<file path="src/rtl/fea_node_seq.sv">
// fea_node_seq: time-multiplexed explicit-Euler (Jacobi) update engine for a 1-D rod of DEPTH nodes.
// Build option FEA_NODE_SAT_EN: saturate node write-back instead of two's-complement wrap.
module fea_node_seq #(
  parameter  int unsigned WIDTH = 32,
  parameter  int unsigned FRAC  = 16,
  parameter  int unsigned DEPTH = 8,
  localparam int unsigned AW    = $clog2(DEPTH)
) (
  input  logic             clk,
  input  logic             rst_n,
  input  logic [2:0]       cmd,
  input  logic             cmd_valid,
  output logic             cmd_ready,
  input  logic [AW-1:0]    addr,
  input  logic [WIDTH-1:0] wdata,
  input  logic [15:0]      steps,
  input  logic [WIDTH-1:0] bc_left,
  input  logic [WIDTH-1:0] bc_right,
  input  logic             abort,
  input  logic [AW-1:0]    rd_addr,
  output logic [WIDTH-1:0] rd_data,
  output logic             busy,
  output logic             done,
  output logic [15:0]      step_cnt
);

  localparam int unsigned LW = WIDTH + 2;      // Laplacian, cannot overflow
  localparam int unsigned PW = 2 * WIDTH + 2;  // full coefficient product
  localparam int unsigned SW = PW + 1;         // value + delta before fit
  localparam logic [AW-1:0] LAST = AW'(DEPTH - 1);

  localparam logic [2:0] CMD_PROT = 3'd0;
  localparam logic [2:0] CMD_NODE = 3'd1;
  localparam logic [2:0] CMD_COEF = 3'd2;
  localparam logic [2:0] CMD_RUN  = 3'd3;

  typedef enum logic [2:0] {
    S_IDLE,
    S_LAP,
    S_MUL,
    S_WB,
    S_STEP_END,
    S_DONE
  } state_t;

  state_t state, state_nxt;

  logic signed [WIDTH-1:0] val  [DEPTH];
  logic signed [WIDTH-1:0] coef [DEPTH];
  logic                    prot;
  logic [AW-1:0]           idx;
  logic signed [WIDTH-1:0] lold;
  logic signed [WIDTH-1:0] bcl;
  logic signed [WIDTH-1:0] bcr;
  logic signed [LW-1:0]    lap;
  logic signed [PW-1:0]    dlt;
  logic [15:0]             steps_q;
  logic                    abort_seen;

  logic                    accept_c;
  logic                    wr_ok_c;
  logic                    last_step_c;
  logic signed [WIDTH-1:0] right_c;
  logic signed [LW-1:0]    lap_c;
  logic signed [PW-1:0]    prod_c;
  logic signed [SW-1:0]    sum_c;
  logic signed [WIDTH-1:0] fit_c;

  assign accept_c    = cmd_valid && cmd_ready;
  assign wr_ok_c     = !prot && (32'(addr) < DEPTH);
  assign last_step_c = (16'(step_cnt + 16'd1) == steps_q) || abort_seen || abort;
  assign rd_data     = (32'(rd_addr) < DEPTH) ? val[rd_addr] : '0;

  // Shared datapath; lold carries the pre-update left neighbour so in-place writes stay Jacobi.
  always_comb begin
    right_c = (idx == LAST) ? bcr : val[idx + AW'(1)];
    lap_c   = LW'(lold) + LW'(right_c) - (LW'(val[idx]) <<< 1);
    prod_c  = PW'(coef[idx]) * PW'(lap);
    sum_c   = SW'(val[idx]) + SW'(dlt);
  end

`ifdef FEA_NODE_SAT_EN
  always_comb begin
    if (sum_c[SW-1:WIDTH-1] == {(SW-WIDTH+1){sum_c[SW-1]}}) begin
      fit_c = sum_c[WIDTH-1:0];
    end else if (sum_c[SW-1]) begin
      fit_c = {1'b1, {(WIDTH-1){1'b0}}};
    end else begin
      fit_c = {1'b0, {(WIDTH-1){1'b1}}};
    end
  end
`else
  logic unused_hi;
  assign fit_c     = sum_c[WIDTH-1:0];
  assign unused_hi = ^sum_c[SW-1:WIDTH];
`endif

  always_ff @(posedge clk or negedge rst_n) begin
    if (!rst_n) state <= S_IDLE;
    else        state <= state_nxt;
  end

  always_comb begin
    state_nxt = state;
    unique case (state)
      S_IDLE: begin
        if (accept_c && (cmd == CMD_RUN)) begin
          state_nxt = (steps == 16'd0) ? S_DONE : S_LAP;
        end
      end
      S_LAP:      state_nxt = S_MUL;
      S_MUL:      state_nxt = S_WB;
      S_WB:       state_nxt = (idx == LAST) ? S_STEP_END : S_LAP;
      S_STEP_END: state_nxt = last_step_c ? S_DONE : S_LAP;
      S_DONE:     state_nxt = S_IDLE;
      default:    state_nxt = S_IDLE;
    endcase
  end

  always_comb begin
    cmd_ready = 1'b0;
    busy      = 1'b1;
    done      = 1'b0;
    unique case (state)
      S_IDLE: begin
        cmd_ready = 1'b1;
        busy      = 1'b0;
      end
      S_DONE:  done = 1'b1;
      default: ;
    endcase
  end

  // Storage, host writes and per-phase datapath registers.
  always_ff @(posedge clk or negedge rst_n) begin
    if (!rst_n) begin
      for (int n = 0; n < int'(DEPTH); n++) begin
        val[n]  <= '0;
        coef[n] <= '0;
      end
      prot       <= 1'b0;
      idx        <= '0;
      lold       <= '0;
      bcl        <= '0;
      bcr        <= '0;
      lap        <= '0;
      dlt        <= '0;
      steps_q    <= '0;
      step_cnt   <= '0;
      abort_seen <= 1'b0;
    end else begin
      unique case (state)
        S_IDLE: begin
          if (accept_c) begin
            unique case (cmd)
              CMD_PROT: prot <= wdata[0];
              CMD_NODE: if (wr_ok_c) val[addr] <= wdata;
              CMD_COEF: if (wr_ok_c) coef[addr] <= wdata;
              CMD_RUN: begin
                steps_q    <= steps;
                bcl        <= bc_left;
                bcr        <= bc_right;
                lold       <= bc_left;
                step_cnt   <= '0;
                idx        <= '0;
                abort_seen <= 1'b0;
              end
              default: ;
            endcase
          end
        end
        S_LAP: begin
          lap <= lap_c;
          if (abort) abort_seen <= 1'b1;
        end
        S_MUL: begin
          dlt <= prod_c >>> FRAC;
          if (abort) abort_seen <= 1'b1;
        end
        S_WB: begin
          lold     <= val[idx];
          val[idx] <= fit_c;
          if (idx != LAST) idx <= idx + AW'(1);
          if (abort) abort_seen <= 1'b1;
        end
        S_STEP_END: begin
          step_cnt   <= step_cnt + 16'd1;
          abort_seen <= 1'b0;
          lold       <= bcl;
          idx        <= '0;
        end
        default: ;
      endcase
    end
  end

endmodule

</file>
<file path="config.mk">
export PLATFORM = sky130hd
export DESIGN_NAME = fea_node_seq
export DESIGN_NICKNAME = d
export VERILOG_FILES = /design/src/rtl/fea_node_seq.sv
export SDC_FILE = /design/constraint.sdc
export NUM_CORES = 2
export LEC_CHECK = 0
export ABC_AREA = 1
export CAP_MARGIN = 25
export CORE_MARGIN = 5
export CORE_UTILIZATION = 55
export CTS_CLUSTER_DIAMETER = 80
export DETAILED_ROUTE_END_ITERATION = 8
export PLACE_DENSITY = 0.72
export RECOVER_POWER = 100
export SYNTH_ARGS = -nofsm -noshare
export SYNTH_HDL_FRONTEND = slang
export SYNTH_SLANG_ARGS = --single-unit
</file>
<file path="constraint.sdc">
create_clock -name clk -period 10.85 [get_ports clk]
set_clock_uncertainty 0.1 [all_clocks]
set_input_delay 1.6275 -clock clk [delete_from_list [all_inputs] [get_ports clk]]
set_output_delay 1.6275 -clock clk [all_outputs]
set_load 0.005 [all_outputs]
</file>
==> impl_metrics.json <==
{
  "netlist_area_sq_um": 71500,
  "drv_slew": 1919,
  "grt_pass1_wl_mm": 415,
  "rsz0062_at_grt": "false",
  "nets": 10100,
  "wl_per_cell_um": 25.8,
  "totalWireLength_mm": 277,
  "viasPerCell": 6.24,
  "clkSinkCount": 714,
  "synth_top_area_cell": "dfrtp_1",
  "start_util_pct": 55.3,
  "core_area_sq_um": 129000,
  "worstMarginPinSlew_ns": 4.66,
  "start_kind": "input pin",
  "fmax_ghz": 0.0953,
  "worstRegToRegCells": 22,
  "syn_nets": 10200,
  "async_reset_ff_share_pct": 100,
  "fp.dieH_um": 370,
  "design_area_sq_um": 77500,
  "maxCapViolations": 39,
  "via_count": 66800,
  "ys.flop_type": "dfrtp_1",
  "cts_buffers": 85,
  "grt_max_degree": 166,
  "endpoint_kind": "flip-flop",
  "relSlewSlack_pct": -211,
  "ant_nets": 0,
  "cp.arrival_ns": 10.95,
  "synth_warnings": 0,
  "clk_pin_slew_ns": 0.06,
  "portBuffers": 175,
  "gp_congestion": 1.05,
  "h-tree-depth": 3,
  "dpl-instance-area_sq_um": 74800,
  "clock_path_buffers": 3,
  "die_w_um": 370,
  "top_layer": "met5",
  "crit_top_cell": "inv_1",
  "rows": 132,
  "wl_met1_mm": 101,
  "finalCritPeriodShare_pct": 96.7,
  "grt_pass1_vias": 66100,
  "ys_seq_area_share_pct": 25.0,
  "synth_cell_types": 68,
  "track_usage_pct": 40.2,
  "cts_setup_buffers": 0,
  "area_growth_pct": 8.39,
  "gr-total-overflow": 0,
  "io-pin-count": 176,
  "layout_commonest_cell": "nand2_1",
  "fill_cells": 11500,
  "violations": "capacitance limit, slew limit",
  "hold_violations": 0,
  "dp.cells": 10500,
  "final_cells": 10700,
  "dp_hpwl_mm": 199,
  "drive_above_1_share_pct": 5.25,
  "fin_tns_setup_ns": 0,
  "status": "finished, violations left",
  "drc": 0,
  "period_needed_ns": 10.49,
  "synthCells": 8960,
  "final_util_pct": 59.9,
  "ys_ff_latch": 714,
  "clock-root-buffer": "clkbuf_16",
  "drt_iter0_drc": 8701,
  "avgSynthCellArea_sq_um": 7.98,
  "path_class": "input pin to flip-flop",
  "synth_edf_count": 0,
  "finalSetupViolations": 0,
  "critPathMaxStageDelay_ns": 2.25,
  "hold_class": "flip-flop to flip-flop",
  "mostFrequentLayoutCells": "1875 x nand2_1, 1487 x inv_1, 886 x fa_1",
  "min_path_cells": 2,
  "crit_chain": "dlygate4sd3_1, inv_1, nor3_1, inv_1, nor2_1, inv_1, a21oi_1, inv_1, clkbuf_1, a21oi_1, a22oi_1",
  "insertion_delay_ns": 0.75,
  "ctsHoldBuffers": 0,
  "dr.pass1.iters": 8,
  "cp.required_ns": 11.31,
  "wl_met2_mm": 115,
  "synthTopCellsByArea": "dfrtp_1 25%, fa_1 25%, nand2_1 9.9%",
  "yosysTopAreaCellShare_pct": 25.0,
  "cts_tree": "yes",
  "met3_length_mm": 38.2,
  "antenna_found_initial": 12,
  "die_area_sq_um": 137000,
  "path_max_fanout": 32,
  "slowest_stage": "nor2_1",
  "cts_resized": 0
}
path summary, 6_finish.rpt:
path,end,slack (ns),from
setup reg to reg,lap[33],0.40,idx[0]
setup / recovery,val[30],0.36,addr[1]
min in group asynchronous,val[177],2.46,rst_n
hold / removal,coef[246],0.38,coef[246]
max in group asynchronous,dlt[31],1.88,rst_n
hold reg to reg,coef[246],0.38,coef[246]
logic make-up after synthesis:
logic type	count (synthesis)	share of synthesized area [%]
and+or+nand+nor	2949	16.7
DFF	714	25.0
xor gates and xnor gates	96	1.25
AOI/OAI and AO/OA	1965	16.1
buffers and inverters	2050	11.0
muxes	68	1.07
adders and majority gates	1118	28.9
critical path: cells and delay by family:
kind | cells | cell delay, ns
AOI/OAI and AO/OA | 3 | 2.42
buffers and inverters | 6 | 3.95
and+or+nand+nor | 2 | 2.91
synthesized netlist by cell type, drive strengths merged (7+ instances only):
cell / count
a211oi: 7
a21boi: 10
a21oi: 658
a221oi: 81
a22o: 15
a22oi: 276
a2bb2oi: 12
a31oi: 56
buf: 119
clkbuf: 383
clkinv: 27
dfrtp: 714
fa: 886
ha: 232
inv: 1521
mux2: 68
nand2: 1897
nand3: 279
nand3b: 15
nand4: 21
nor2: 631
nor3: 34
nor4: 19
o2111ai: 26
o211ai: 9
o21a: 14
o21ai: 676
o21bai: 7
o221ai: 9
o22ai: 98
or2: 48
xnor2: 48
xor2: 47
state kept, by name, summed over array words and instances (netlist names):
name,cells
dlt,32
prot,1
lold,32
idx,3
coef,256
val,256
steps_q,16
bcl,32
step_cnt,16
state,3
lap,34
bcr,32
abort_seen,1
stage by stage:
step | setup WS [ns] | hold WS, ns
2_1_floorplan | 3.07 | 0.351
3_3_place_gp | 1.39 | 0.366
3_5_place_dp | 1.28 | 0.373
4_1_cts | 1.11 | 0.387
5_1_grt | 0.311 | 0.402
6_report | 0.358 | 0.379
layer usage:
metal	GRT usage [%]	vias to the layer above
li1	-	28300
met1	52.0	32400
met2	58.6	4897
met3	13.0	1228
met4	24.8	8
met5	0	-
cell type report:
| type | instances | area [sq um] | share of cell area (%) |
|---|---|---|---|
| flip-flops and latches | 714 | 17900 | 23.1 |
| diodes | 5 | 12.5 | 0.0162 |
| clock inverters | 32 | 467 | 0.602 |
| multi-input cells | 6196 | 45700 | 59.0 |
| inverters | 1548 | 5820 | 7.52 |
| clock buffers | 120 | 2410 | 3.11 |
| repair buffers | 348 | 3010 | 3.88 |
| well taps | 1742 | 2180 | 2.81 |
Power is not shown: default switching activity piles up to over one toggle a cycle in this logic, so the estimate is an artifact.
